**config.mk**
```make
export PLATFORM = sky130hd
export DESIGN_NAME = frame_energy_meter
export DESIGN_NICKNAME = d
export VERILOG_FILES = /design/src/rtl/frame_energy_pkg.sv /design/src/rtl/lr_clk_oneshot.sv /design/src/rtl/frame_energy_meter.sv
export SDC_FILE = /design/constraint.sdc
export NUM_CORES = 1
export LEC_CHECK = 0
export CAP_MARGIN = 25
export CORE_MARGIN = 8
export CORE_UTILIZATION = 45
export CTS_CLUSTER_DIAMETER = 120
export DETAILED_ROUTE_END_ITERATION = 12
export HOLD_SLACK_MARGIN = 0.05
export RECOVER_POWER = 100
export SLEW_MARGIN = 5
export SYNTH_ARGS = -nofsm -noshare
export SYNTH_HDL_FRONTEND = slang
export SYNTH_SLANG_ARGS = --single-unit
export TNS_END_PERCENT = 5
```
**constraint.sdc**
```tcl
create_clock -name clk -period 6.8 [get_ports clk]
set_clock_uncertainty 0.1 [all_clocks]
set_input_delay 1.36 -clock clk [delete_from_list [all_inputs] [get_ports clk]]
set_output_delay 1.36 -clock clk [all_outputs]
set_load 0.005 [all_outputs]
```
**src/rtl/frame_energy_pkg.sv**
```systemverilog
// Shared types and constants for the frame energy meter.
// The optional peak path is enabled with the FRAME_ENERGY_PEAK_EN macro.
package frame_energy_pkg;

    localparam int unsigned SAMPLE_W   = 16;
    localparam int unsigned SQ_W       = 32;
    localparam int unsigned SYNC_DEPTH = 2;

    typedef enum logic [1:0] {
        StIdle,
        StSquare,
        StAccum,
        StDump
    } fem_state_e;

    // |x| with the most negative code saturated so the result fits in a signed range.
    function automatic logic [SAMPLE_W-1:0] sat_abs(input logic [SAMPLE_W-1:0] x);
        if (!x[SAMPLE_W-1]) begin
            return x;
        end
        if (x == {1'b1, {(SAMPLE_W-1){1'b0}}}) begin
            return {1'b0, {(SAMPLE_W-1){1'b1}}};
        end
        return -x;
    endfunction

endpackage

```
**src/rtl/lr_clk_oneshot.sv**
```systemverilog
// Synchronises the codec lr_clk into clk and emits a one-cycle strobe per rising edge.
// A level already high when reset releases is ignored until lr_clk has been seen low.
module lr_clk_oneshot
    import frame_energy_pkg::*;
(
    input  logic clk,
    input  logic reset,
    input  logic lr_clk,
    output logic strobe
);

    logic [SYNC_DEPTH-1:0] sync_q;
    logic [SYNC_DEPTH-1:0] fill_q;
    logic                  prev_q;
    logic                  armed_q, armed_d;
    logic                  strobe_q, strobe_d;

    // fill_q marks when sync_q holds genuine lr_clk samples rather than reset values
    always_comb begin
        armed_d  = armed_q | (fill_q[SYNC_DEPTH-1] & ~sync_q[SYNC_DEPTH-1]);
        strobe_d = armed_q & sync_q[SYNC_DEPTH-1] & ~prev_q;
    end

    always_ff @(posedge clk or negedge reset) begin
        if (!reset) begin
            sync_q   <= '0;
            fill_q   <= '0;
            prev_q   <= 1'b0;
            armed_q  <= 1'b0;
            strobe_q <= 1'b0;
        end else begin
            sync_q   <= {sync_q[SYNC_DEPTH-2:0], lr_clk};
            fill_q   <= {fill_q[SYNC_DEPTH-2:0], 1'b1};
            prev_q   <= sync_q[SYNC_DEPTH-1];
            armed_q  <= armed_d;
            strobe_q <= strobe_d;
        end
    end

    assign strobe = strobe_q;

endmodule

```
**src/rtl/frame_energy_meter.sv**
```systemverilog
// Per-window mean-square energy meter with optional peak magnitude.
// Define FRAME_ENERGY_PEAK_EN to build the peak path; otherwise peak_out is tied to 0.
module frame_energy_meter
    import frame_energy_pkg::*;
#(
    parameter int unsigned WINDOW_LOG2 = 8
) (
    input  logic                clk,
    input  logic                reset,
    input  logic                lr_clk,
    input  logic [SAMPLE_W-1:0] audio_in,
    output logic [SQ_W-1:0]     energy_out,
    output logic                energy_valid,
    output logic [SAMPLE_W-1:0] peak_out,
    output logic                overrun
);

    localparam int unsigned ACC_W = SQ_W + WINDOW_LOG2;

    logic                   strobe;
    fem_state_e             state_q, state_d;
    logic [SAMPLE_W-1:0]    hold_q, hold_d;
    logic [SQ_W-1:0]        sq_q, sq_d;
    logic [ACC_W-1:0]       acc_q, acc_d;
    logic [WINDOW_LOG2-1:0] cnt_q, cnt_d;
    logic [SQ_W-1:0]        energy_q, energy_d;
    logic                   valid_q, valid_d;
    logic                   overrun_q, overrun_d;
    logic signed [SQ_W-1:0] hold_ext;
`ifdef FRAME_ENERGY_PEAK_EN
    logic [SAMPLE_W-1:0]    mag_q, mag_d;
    logic [SAMPLE_W-1:0]    peak_q, peak_d;
    logic [SAMPLE_W-1:0]    peak_out_q, peak_out_d;
`endif

    lr_clk_oneshot u_oneshot (
        .clk    (clk),
        .reset  (reset),
        .lr_clk (lr_clk),
        .strobe (strobe)
    );

    assign hold_ext = SQ_W'($signed(hold_q));

    always_comb begin
        state_d   = state_q;
        hold_d    = hold_q;
        sq_d      = sq_q;
        acc_d     = acc_q;
        cnt_d     = cnt_q;
        energy_d  = energy_q;
        valid_d   = 1'b0;
        overrun_d = overrun_q;
`ifdef FRAME_ENERGY_PEAK_EN
        mag_d      = mag_q;
        peak_d     = peak_q;
        peak_out_d = peak_out_q;
`endif

        // A strobe always refreshes hold; the FSM only picks it up from idle.
        if (strobe) begin
            hold_d = audio_in;
            if (state_q != StIdle) begin
                overrun_d = 1'b1;
            end
        end

        unique case (state_q)
            StIdle: begin
                if (strobe) begin
                    state_d = StSquare;
                end
            end
            StSquare: begin
                sq_d    = hold_ext * hold_ext;
`ifdef FRAME_ENERGY_PEAK_EN
                mag_d   = sat_abs(hold_q);
`endif
                state_d = StAccum;
            end
            StAccum: begin
                acc_d = acc_q + ACC_W'(sq_q);
                cnt_d = cnt_q + 1'b1;
`ifdef FRAME_ENERGY_PEAK_EN
                if (mag_q > peak_q) begin
                    peak_d = mag_q;
                end
`endif
                state_d = (&cnt_q) ? StDump : StIdle;
            end
            StDump: begin
                energy_d = SQ_W'(acc_q >> WINDOW_LOG2);
                valid_d  = 1'b1;
                acc_d    = '0;
`ifdef FRAME_ENERGY_PEAK_EN
                peak_out_d = peak_q;
                peak_d     = '0;
`endif
                state_d  = StIdle;
            end
            default: state_d = StIdle;
        endcase
    end

    always_ff @(posedge clk or negedge reset) begin
        if (!reset) begin
            state_q   <= StIdle;
            hold_q    <= '0;
            sq_q      <= '0;
            acc_q     <= '0;
            cnt_q     <= '0;
            energy_q  <= '0;
            valid_q   <= 1'b0;
            overrun_q <= 1'b0;
        end else begin
            state_q   <= state_d;
            hold_q    <= hold_d;
            sq_q      <= sq_d;
            acc_q     <= acc_d;
            cnt_q     <= cnt_d;
            energy_q  <= energy_d;
            valid_q   <= valid_d;
            overrun_q <= overrun_d;
        end
    end

`ifdef FRAME_ENERGY_PEAK_EN
    always_ff @(posedge clk or negedge reset) begin
        if (!reset) begin
            mag_q      <= '0;
            peak_q     <= '0;
            peak_out_q <= '0;
        end else begin
            mag_q      <= mag_d;
            peak_q     <= peak_d;
            peak_out_q <= peak_out_d;
        end
    end

    assign peak_out = peak_out_q;
`else
    assign peak_out = '0;
`endif

    assign energy_out   = energy_q;
    assign energy_valid = valid_q;
    assign overrun      = overrun_q;

endmodule

```
=== Word level (Yosys, flattened, before mapping) ===
Index checks and enable logic that the tools add are counted.

* Add/sub/neg operators: 2
* Multipliers: 1
* Equal/unequal tests: 4
* Mux-type cells: 5
* Bitwise logic cells: 6
* Reduce and logical (&&, ||, !) cells: 5

{| class="wikitable"
|+ Operators with widths
! operator !! number
|-
| case mux 40 bit (2 select lines) || 1
|-
| adder 40 x 32 -> 40 bit || 1
|-
| multiplier 16 x 16 -> 32 bit || 1
|-
| adder 8 x 1 -> 8 bit, second input constant || 1
|-
| case mux 2 bit (4 select lines) || 1
|-
| AND reduction 8 bit || 1
|-
| == test 2 bit, second input constant || 2
|-
| 2-to-1 mux 2 bit || 2
|-
| nonzero test 2 bit || 2
|-
| AND 1 bit || 3
|-
| == test 2 x 1 -> 1 bit, second input constant || 1
|-
| zero test 2 bit || 1
|-
| inequality test 2 x 1 -> 1 bit, second input constant || 1
|-
| NOT 1 bit || 2
|-
| AND reduction 2 bit || 1
|-
| 2-to-1 mux 1 bit || 1
|-
| bitwise OR 1 bit || 1
|}

* Register bits after elaboration: 139
* Bits of input ports: 19
* Logic and storage cells: 36

=== Logic depth before layout (Yosys ltp) ===
Gate-level depths: netlist (run 1).

* Depth after elaboration: 3
* Gate-level depth with buffers: 24

=== Hierarchy ===
A second synthesis (run 1) with hierarchy kept.

* Cells, all modules: 1582
* Area, all modules: 15556.2 µm²

{| class="wikitable"
|+ By module, submodules not included
! module !! times used !! cells an instance !! area an instance (µm²) !! seq. area each (µm²)
|-
| frame_energy_meter || 1 || 1570 || 15358.5 || 3278.1
|-
| lr_clk_oneshot || 1 || 12 || 197.7 || 175.2
|}

=== Worst setup path before layout (run 1) ===
OpenSTA, ideal clock, no wires.

* Path kind: reg2reg
* Start: reg hold_q[15]
* End: reg sq_q[31]
* Arrival time: 6.203 ns
* Data required time: 6.631 ns
* Path slack: 0.428 ns
* Stages on the path, launching flop included: 21
* Path buffers: 1
* Period minus slack after synthesis: 6.372 ns
* Cell sequence: dfrtp_1 -> clkbuf_1 -> clkinv_1 -> nor2_1 -> fa_1 -> fa_1 -> fa_1 -> fa_1 -> fa_1 -> inv_1 -> fa_1 -> inv_1 -> ha_1 -> o21a_1 -> nor2_1 -> nor2_1 -> or3b_2 -> a21oi_1 -> nor3_1 -> or4_1 -> nand3_1

* Cells in the longest elaborated chain, start to end: 1

{| class="wikitable"
|+ RTL lines
! item !! line !! text
|-
| start, declared || frame_energy_meter.sv:22 || <nowiki>logic [SAMPLE_W-1:0] hold_q, hold_d;</nowiki>
|-
| start signal, assigned || frame_energy_meter.sv:117 || <nowiki>hold_q <= hold_d;</nowiki>
|-
| multiplier 16 x 16 -> 32 bit || frame_energy_meter.sv:75 || <nowiki>sq_d = hold_ext * hold_ext;</nowiki>
|-
| end signal, assigned || frame_energy_meter.sv:118 || <nowiki>sq_q <= sq_d;</nowiki>
|-
| end, declared || frame_energy_meter.sv:23 || <nowiki>logic [SQ_W-1:0] sq_q, sq_d;</nowiki>
|}

Every way passes these cells.
A chain may end at the register's enable or synchronous reset.

=== Final worst setup path (run 1) ===
* Start: reg hold_q[8]
* End: reg sq_q[31]

The elaborated chain is that of the path after synthesis.

==> key figures, run 1 <==
Hold path
  • Hold Path Class: register to register

Yosys
  • Yosys top cell by area: fa_1
  • Largest family of logic cells by synthesized area: adder cells
  • Mux share of post-synthesis cell area: 2.78%
  • Xor/xnor share of the synthesized area: 3.73%
  • Unique masters post-synth: 66
  • Largest cells by area after synthesis: fa_1 30%, dfrtp_1 22%, ha_1 9.9%
  • Avg Inst Size Synth: 9.72 µm²
  • Top-area cell type share of the netlist area: 29.7%
  • Simple-Gate Fraction of Synth Area: 11.2%
  • Post-synthesis adder-cell area fraction: 39.5%
  • Synth Area in Compound Gates: 11.2%
  • EDFF count, synth: 0
  • Main flop type after synthesis: dfrtp_1
  • Sequential fraction of the synthesis area: 22.0%
  • Cells after synthesis: 1,618
  • Fraction of synthesis flops using an asynchronous set or reset pin: 100%
  • Synth warnings: 0
  • Syn Std Cell Area: 0.0157 mm²
  • #FFs+latches synth: 138

Setup path
  • Crit Path Max Fanout: 12
  • Critical Path Sink Type: register
  • CP arrival: 6.75 ns
  • CP Class: register to register
  • Worst setup SP type: register
  • Required @ worst endpoint: 7.05 ns

STA
  • Max_slew headroom: -164%
  • Setup TNS: 0 ns
  • Max Freq: 154 MHz
  • Final slew viol count: 235
  • Final Hold Violating Endpoints: 0
  • Tightest Pin Transition: 3.95 ns
  • Setup violators final: 0
  • Crit share post-route: 95.6%
  • RSZ-0062 raised after global routing: false
  • Tmin final: 6.50 ns

Final layout
  • Fraction of final layout cells with drive strength greater than 1: 7.27%
  • Most frequent cells in the layout: 316 x inv_1, 233 x fa_1, 155 x nand2_1
  • Area Overhead vs Synth: 10.9%
  • Fin nets: 2,055
  • Leading cell type in the layout, fill and taps excluded: inv_1
  • # diodes: 0

Placement
  • Gpl congestion: 0.853
  • Port Buf Inserts: 52
  • Dpl hpwl: 28.8 mm

Detailed routing
  • Via density: 5.19
  • Wire per inst: 16.5 µm
  • Antenna-violating nets left: 0
  • Residual DRC count: 0
  • Initial drt markers: 723
  • DRT Wirelength: 35.5 mm
  • Detailed Routing Iterations Pass 1: 6
  • Detailed-route via count: 11,100

Clocking
  • CTS tree: done
  • H-tree Lvls: 4
  • Root Driver: clkbuf_16
  • CTS Buf Count: 17
  • Setup bufs post-CTS: 0
  • Post-CTS Hold Buffers: 0
  • Sink Count: 138
  • Clk Latency, worst-skew pair: 0.43 ns
  • Clock buffer depth: 2
  • Post-CTS resize count: 0
  • Clk slew on worst S/H paths: 0.06 ns

Global route
  • First-pass GRT wire length: 60.7 mm
  • GRT Overall Usage: 18.1%
  • Number of global-route vias before repair: 12,000
  • GRT overflow: 0
  • Antenna violations before repair: 0
  • Largest net degree at the start of global routing: 72

Floorplanning
  • Die height: 203 µm
  • Die area: 0.0412 mm²
  • # rows: 68
  • Core footprint: 0.0345 mm²
  • I/O pins: 69
  • Initial Utilization: 45.6%
  • Die W: 203 µm

Job
  • Max cap viols: 5

Run status
  • Status: finished, violations left
  • Failing checks: max-capacitance violations, max-slew violations
[sequential cells by signal, indices dropped and copies added, names as in the netlist]
signal	cells
acc_q	40
energy_out	32
sq_q	31
hold_q	16
cnt_q	8
state_q	2
u_oneshot.fill_q	2
u_oneshot.sync_q	2
energy_valid	1
overrun	1
u_oneshot.armed_q	1
u_oneshot.prev_q	1
u_oneshot.strobe	1
[Yosys cell counts (all sizes together) (3+ instances only)]
cell type  instances
o21bai             7
o31a               3
a2111oi            5
nand3b             6
ha               124
o311ai             3
a32o               7
o21a               8
a31o               4
nor2              60
a21boi             4
buf               18
nor3              12
o221ai             5
nand3             24
o211ai             5
nand4              9
and2              50
clkbuf            46
a21oi             54
nand2            156
xnor2             40
a211o              5
a211oi             7
mux2              37
a31oi              3
nand2b            13
xor2              27
or2                5
fa               233
a21o              26
o21ai             68
o31ai              8
or4                3
nor2b              7
and3               9
a22o              22
inv              318
or3               10
dfrtp            138
clkinv             3
[cell type report]
type                    instances  area [µm²]
well taps                     455         569
multi-input cells            1110       10800
inverters                     321        1200
clock inverters                 9         138
repair buffers                 91         786
clock buffers                  23         468
fillers                      3196       17000
flip-flops and latches        138        3460
[critical path, stage by stage (launching register included)]
cell and delay [ns]:
dfrtp_2 0.53, buf_4 0.21, nand2_1 0.10, inv_1 0.07, fa_1 0.54, inv_1 0.06
fa_1 0.50, fa_1 0.43, fa_1 0.49, inv_1 0.05, fa_1 0.52, inv_1 0.05
fa_1 0.47, inv_1 0.04, ha_1 0.35, a21oi_1 0.13, nand3b_1 0.15, o22ai_1 0.14
or3b_2 0.50, a21oi_1 0.25, nor3_1 0.11, or4_1 0.51, nand3_1 0.09
[per-stage QoR]
step                      std cells  hold WS, ns  worst slack [ns]  util (%)  area (µm²)
after floorplan                1633        0.231             0.428         -       15800
after global placement         2113        0.233             0.300      48.9       16900
after detailed placement       2114        0.236             0.230      49.0       16900
after CTS                      2146        0.249             0.190      50.7       17500
after global routing           2147        0.259            0.0243      50.6       17400
final                          2147        0.245             0.301      50.6       17400
[worst paths after layout]
check                                    startpoint             endpoint  slack (ns)  cells past startpoint
worst max-delay path                      hold_q[8]             sq_q[31]        0.30                     22
worst min-delay path            u_oneshot.sync_q[0]  u_oneshot.sync_q[1]        0.25                      0
worst max register to register            hold_q[8]             sq_q[31]        0.30                     22
worst min register to register  u_oneshot.sync_q[0]  u_oneshot.sync_q[1]        0.25                      0
max in group asynchronous                     reset            acc_q[28]        1.13                      2
min in group asynchronous                     reset             acc_q[7]        2.22                      1
[cell families (layout without fill, tap and decap cells)]
| logic type | after synthesis | in the layout |
|---|---|---|
| buf+inv | 385 | 444 |
| fa+ha+maj | 357 | 357 |
| flops | 138 | 138 |
| mux | 39 | 39 |
| other cells | 2 | 17 |
| simple gates | 371 | 371 |
| xor+xnor | 67 | 67 |
| compound gates | 259 | 259 |
[metal layers]
| metal | GRT usage [%] | share of wire, % | vias to the layer above |
|---|---|---|---|
| met1 | 23.9 | 46 | 5632 |
| li1 | - | - | 5279 |
| met4 | 5.00 | 2.0 | 0 |
| met3 | 2.39 | 3.2 | 39 |
| met5 | 0 | 0 | - |
| met2 | 31.0 | 49 | 192 |
Power of run 1 is not shown: default switching activity piles up to over one toggle a cycle in this logic, so the estimate is an artifact.
==> run 2: changes to the inputs <==
Settings changed: CAP_MARGIN 25 to 20.
==> key figures, run 2 (same netlist as run 1, synthesis figures left out) <==
Final layout
  • Most frequent cells in the layout: 316 x inv_1, 233 x fa_1, 155 x nand2_1
  • Max reg flops: 40
  • Fin nets: 2,054
  • Final instance area: 0.0174 mm²
  • Filler instances: 3,230
  • # diodes: 0
  • Leading cell type in the layout, fill and taps excluded: inv_1
  • Area Overhead vs Synth: 10.8%
  • Reg with most FFs: acc_q
  • Fraction of final layout cells with drive strength greater than 1: 7.45%

Hold path
  • Hold path start: u_oneshot.sync_q[0]
  • Hold Path Class: register to register

Setup path
  • CP most frequent cell: fa_1
  • Critical Path Sink Type: register
  • Required @ worst endpoint: 7.05 ns
  • Crit-path slowest cell: dfrtp_2
  • Worst Path Buf+Inv: 6
  • Worst-path cell chain: buf_4 > nand2_1 > inv_1 > fa_1 > inv_1 > fa_1 > fa_1 > fa_1 > inv_1 > fa_1 > inv_1 > fa_1 > inv_1 > ha_1 > a21oi_1 > nand3b_1 > o22ai_1 > or3b_2 > a21oi_2 > nor3_1 > or4_1 > nand3_1
  • Worst setup SP type: register
  • CP arrival: 6.74 ns
  • R2r startpoint: hold_q[8]
  • CP Launch Point: hold_q[8]
  • CP delay by family, top: adder cells
  • CP Class: register to register
  • Crit Path Max Fanout: 12
  • Worst path max stage delay: 0.54 ns

Detailed routing
  • Detailed-route via count: 11,200
  • Antenna-violating nets left: 0
  • DRT Wirelength: 35.3 mm
  • Initial drt markers: 665
  • Residual DRC count: 0
  • Wire per inst: 16.4 µm
  • Detailed Routing Iterations Pass 1: 5
  • Via density: 5.21

STA
  • RSZ-0062 raised after global routing: false
  • Setup TNS: 0 ns
  • Max_slew headroom: -161%
  • Max Freq: 154 MHz
  • Final slew viol count: 266
  • Crit share post-route: 95.6%
  • Tightest Pin Transition: 3.91 ns
  • Tmin final: 6.50 ns
  • Setup violators final: 0
  • Final Hold Violating Endpoints: 0

Global route
  • Antenna violations before repair: 0
  • GRT overflow: 0
  • First-pass GRT wire length: 60.5 mm
  • GRT Overall Usage: 18.1%
  • Largest net degree at the start of global routing: 72
  • Number of global-route vias before repair: 11,900

Run status
  • Status: finished, violations left
  • Failing checks: max-capacitance violations, max-slew violations

Floorplanning
  • # rows: 68
  • Core footprint: 0.0345 mm²
  • I/O pins: 69
  • Die area: 0.0412 mm²
  • Die height: 203 µm
  • Die W: 203 µm
  • Initial Utilization: 45.6%

Clocking
  • Setup bufs post-CTS: 0
  • H-tree Lvls: 4
  • CTS Buf Count: 17
  • Clk Latency, worst-skew pair: 0.43 ns
  • Clock buffer depth: 2
  • Root Driver: clkbuf_16
  • CTS tree: done
  • Post-CTS Hold Buffers: 0
  • Sink Count: 138
  • Clk slew on worst S/H paths: 0.07 ns

Placement
  • Port Buf Inserts: 52
  • Dpl hpwl: 28.6 mm
  • Placed instance area: 0.0169 mm²
  • Gpl congestion: 0.853

Job
  • Max cap viols: 5
run 2: cell count changes in the layout (fill, tap and decap cells not counted), sizes merged:
cell	before	now
buf	33	32
bufinv	3	2
clkbuf	30	26
clkinv	6	8
clkinvlp	1	2
inv	320	322
run 2: area by class of cell:
| class | count | area [µm²] | share of cell area, % |
|---|---|---|---|
| timing repair buffer | 90 | 778 | 4.47 |
| multi-input combinational | 1110 | 10800 | 62.1 |
| sequential | 138 | 3460 | 19.9 |
| tap | 455 | 569 | 3.27 |
| clock inverter | 13 | 139 | 0.797 |
| inverter | 321 | 1200 | 6.92 |
| clock buffer | 19 | 453 | 2.60 |
run 2: through the flow:
| stage | std cells | setup WS [ns] | hold WS (ns) | util (%) |
|---|---|---|---|---|
| floorplan | 1633 | 0.428 | 0.231 | - |
| global placement | 2113 | 0.300 | 0.233 | 48.9 |
| detailed placement | 2113 | 0.198 | 0.236 | 48.9 |
| CTS | 2145 | 0.158 | 0.249 | 50.6 |
| global route | 2146 | 0.0393 | 0.260 | 50.6 |
| finish | 2146 | 0.302 | 0.245 | 50.6 |
run 2: final timing paths:
check	endpoint	slack, ns	cells after the start
min in group asynchronous	acc_q[7]	2.19	1
max reg2reg	sq_q[31]	0.30	22
max in group asynchronous	cnt_q[4]	1.22	2
min	u_oneshot.sync_q[1]	0.25	0
min reg2reg	u_oneshot.sync_q[1]	0.25	0
max	sq_q[31]	0.30	22
run 2: metal layers:
layer  wire [µm]  vias up  global-route usage [%]
met4         680        0                    5.31
met1       16400     5681                    24.2
met3        1160       32                    2.25
met2       17100      205                    30.3
li1            -     5270                       -
met5           0        -                       0
run 2: repair_timing:
action / 4_1_cts / 5_1_grt
resized for setup: 0 / 12
endpoints found under the hold margin: 0 / 0
setup endpoints to repair: 0 / 7
Power of run 2 is left out for the same reason.
==> run 3: changes to the inputs <==
Settings changed: CORE_UTILIZATION 45 to 49, PLACE_DENSITY set to 0.69.
==> key figures, run 3 (same netlist as run 1, synthesis figures left out) <==
Detailed routing
  • DRT Wirelength: 34.2 mm
  • Wire per inst: 16.4 µm
  • Detailed-route via count: 11,100
  • Detailed Routing Iterations Pass 1: 5
  • Antenna-violating nets left: 0
  • Initial drt markers: 604
  • Residual DRC count: 0
  • Via density: 5.34

STA
  • Tightest Pin Transition: 3.27 ns
  • Min Hold Slack: 0.253 ns
  • Final slew viol count: 141
  • RSZ-0062 raised after global routing: false
  • Setup TNS: 0 ns
  • Max Freq: 153 MHz
  • Setup violators final: 0
  • Crit share post-route: 96.3%
  • Final Hold Violating Endpoints: 0
  • Tmin final: 6.55 ns
  • Max_slew headroom: -118%

Setup path
  • CP arrival: 6.73 ns
  • Reg2reg setup slack: 0.25 ns
  • R2r startpoint: hold_q[10]
  • Required @ worst endpoint: 6.98 ns
  • Critical Path Sink Type: register
  • Worst Path Buf+Inv: 3
  • R2R Path End: sq_q[25]
  • Cell count of the worst reg-to-reg path: 18
  • CP Class: register to register
  • Crit Path Max Fanout: 13
  • CP delay by family, top: adder cells
  • Crit-path slowest cell: dfrtp_1
  • Worst-path cell chain: nand2_1 > fa_1 > fa_1 > fa_1 > inv_1 > fa_1 > fa_1 > inv_1 > fa_1 > inv_1 > ha_1 > a21o_1 > nand3b_1 > a211oi_1 > or3b_2 > a21boi_0 > o21a_1 > o311ai_0
  • Worst setup SP type: register
  • Worst path max stage delay: 0.68 ns
  • CP most frequent cell: fa_1

Global route
  • First-pass GRT wire length: 58.9 mm
  • GRT Overall Usage: 19.0%
  • Number of global-route vias before repair: 11,800
  • Antenna violations before repair: 0
  • Largest net degree at the start of global routing: 77
  • GRT overflow: 0

Hold path
  • Hold path start: u_oneshot.sync_q[0]
  • Hold Path Class: register to register
  • Worst Hold Path EP: u_oneshot.sync_q[1]
  • Hold Crit Depth: 0

Floorplanning
  • Die W: 195 µm
  • I/O pins: 69
  • Core footprint: 0.0316 mm²
  • # rows: 65
  • Die area: 0.0381 mm²
  • Die height: 195 µm
  • Initial Utilization: 49.8%

Clocking
  • Clock buffer depth: 2
  • Post-CTS resize count: 0
  • H-tree Lvls: 4
  • Root Driver: clkbuf_16
  • Clk slew on worst S/H paths: 0.07 ns
  • Post-CTS Hold Buffers: 0
  • Sink Count: 138
  • CTS Buf Count: 17
  • Setup bufs post-CTS: 0
  • CTS tree: done
  • Clk Latency, worst-skew pair: 0.44 ns

Placement
  • Gpl congestion: 0.887
  • Port Buf Inserts: 52
  • Placed instance area: 0.0167 mm²
  • Placed Cells: 2,054
  • Dpl hpwl: 28.2 mm

Final layout
  • Sequential cell area: 0.00346 mm²
  • Filler instances: 2,809
  • Final instance area: 0.0173 mm²
  • Area Overhead vs Synth: 10.0%
  • Multi-input logic area: 0.0108 mm²
  • Leading cell type in the layout, fill and taps excluded: inv_1
  • Max reg flops: 40
  • Fin nets: 2,047
  • Finished Layout Cells: 2,085
  • Reg with most FFs: acc_q
  • Most frequent cells in the layout: 316 x inv_1, 233 x fa_1, 156 x nand2_1
  • Fraction of final layout cells with drive strength greater than 1: 6.72%

Job
  • Max cap viols: 2

Run status
  • Failing checks: max-capacitance violations, max-slew violations
  • Status: finished, violations left
## run 3: how the worst max path moves through the flow
stage | slack, ns | endpoint | from | cells after the start
after floorplan | 0.43 | sq_q[31] | hold_q[15] | 20
after global placement | 0.35 | sq_q[31] | hold_q[6] | 19
after detailed placement | 0.21 | sq_q[31] | hold_q[6] | 19
after CTS | 0.15 | sq_q[31] | hold_q[6] | 19
after global routing | 0.006 | sq_q[30] | hold_q[2] | 19
final | 0.25 | sq_q[25] | hold_q[10] | 18
## run 3: worst register-to-register path, delay by kind of cell (launching register included)
| kind | cells | cell delay (ns) |
|---|---|---|
| flip-flops | 1 | 0.68 |
| buffers and inverters | 3 | 0.15 |
| AND/OR/NAND/NOR | 3 | 0.61 |
| adder cells (fa/ha/maj) | 7 | 3.41 |
| AO/OA/AOI/OAI | 5 | 1.44 |
## run 3: layout make-up
cell class	count	area share, %
diodes	1	0.0145
clock buffers	21	2.72
clock inverters	9	0.658
inverters	321	6.97
multi-input cells	1110	62.5
flip-flops and latches	138	20.0
well taps	402	2.91
repair buffers	83	4.24
## run 3: through the flow
| stage | setup slack (ns) | util [%] |
|---|---|---|
| 2_1_floorplan | 0.428 | - |
| 3_3_place_gp | 0.354 | 53.0 |
| 3_5_place_dp | 0.213 | 53.0 |
| 4_1_cts | 0.148 | 54.9 |
| 5_1_grt | 0.00628 | 54.8 |
| 6_report | 0.252 | 54.8 |
## run 3: routing by layer
| layer | global-route usage, % | share of wire [%] | vias to the layer above |
|---|---|---|---|
| met5 | 0 | 0 | - |
| met4 | 6.20 | 2.5 | 0 |
| met3 | 2.80 | 3.6 | 51 |
| met2 | 32.1 | 49 | 225 |
| met1 | 24.8 | 45 | 5595 |
| li1 | - | - | 5266 |
Power of run 3 is left out for the same reason.
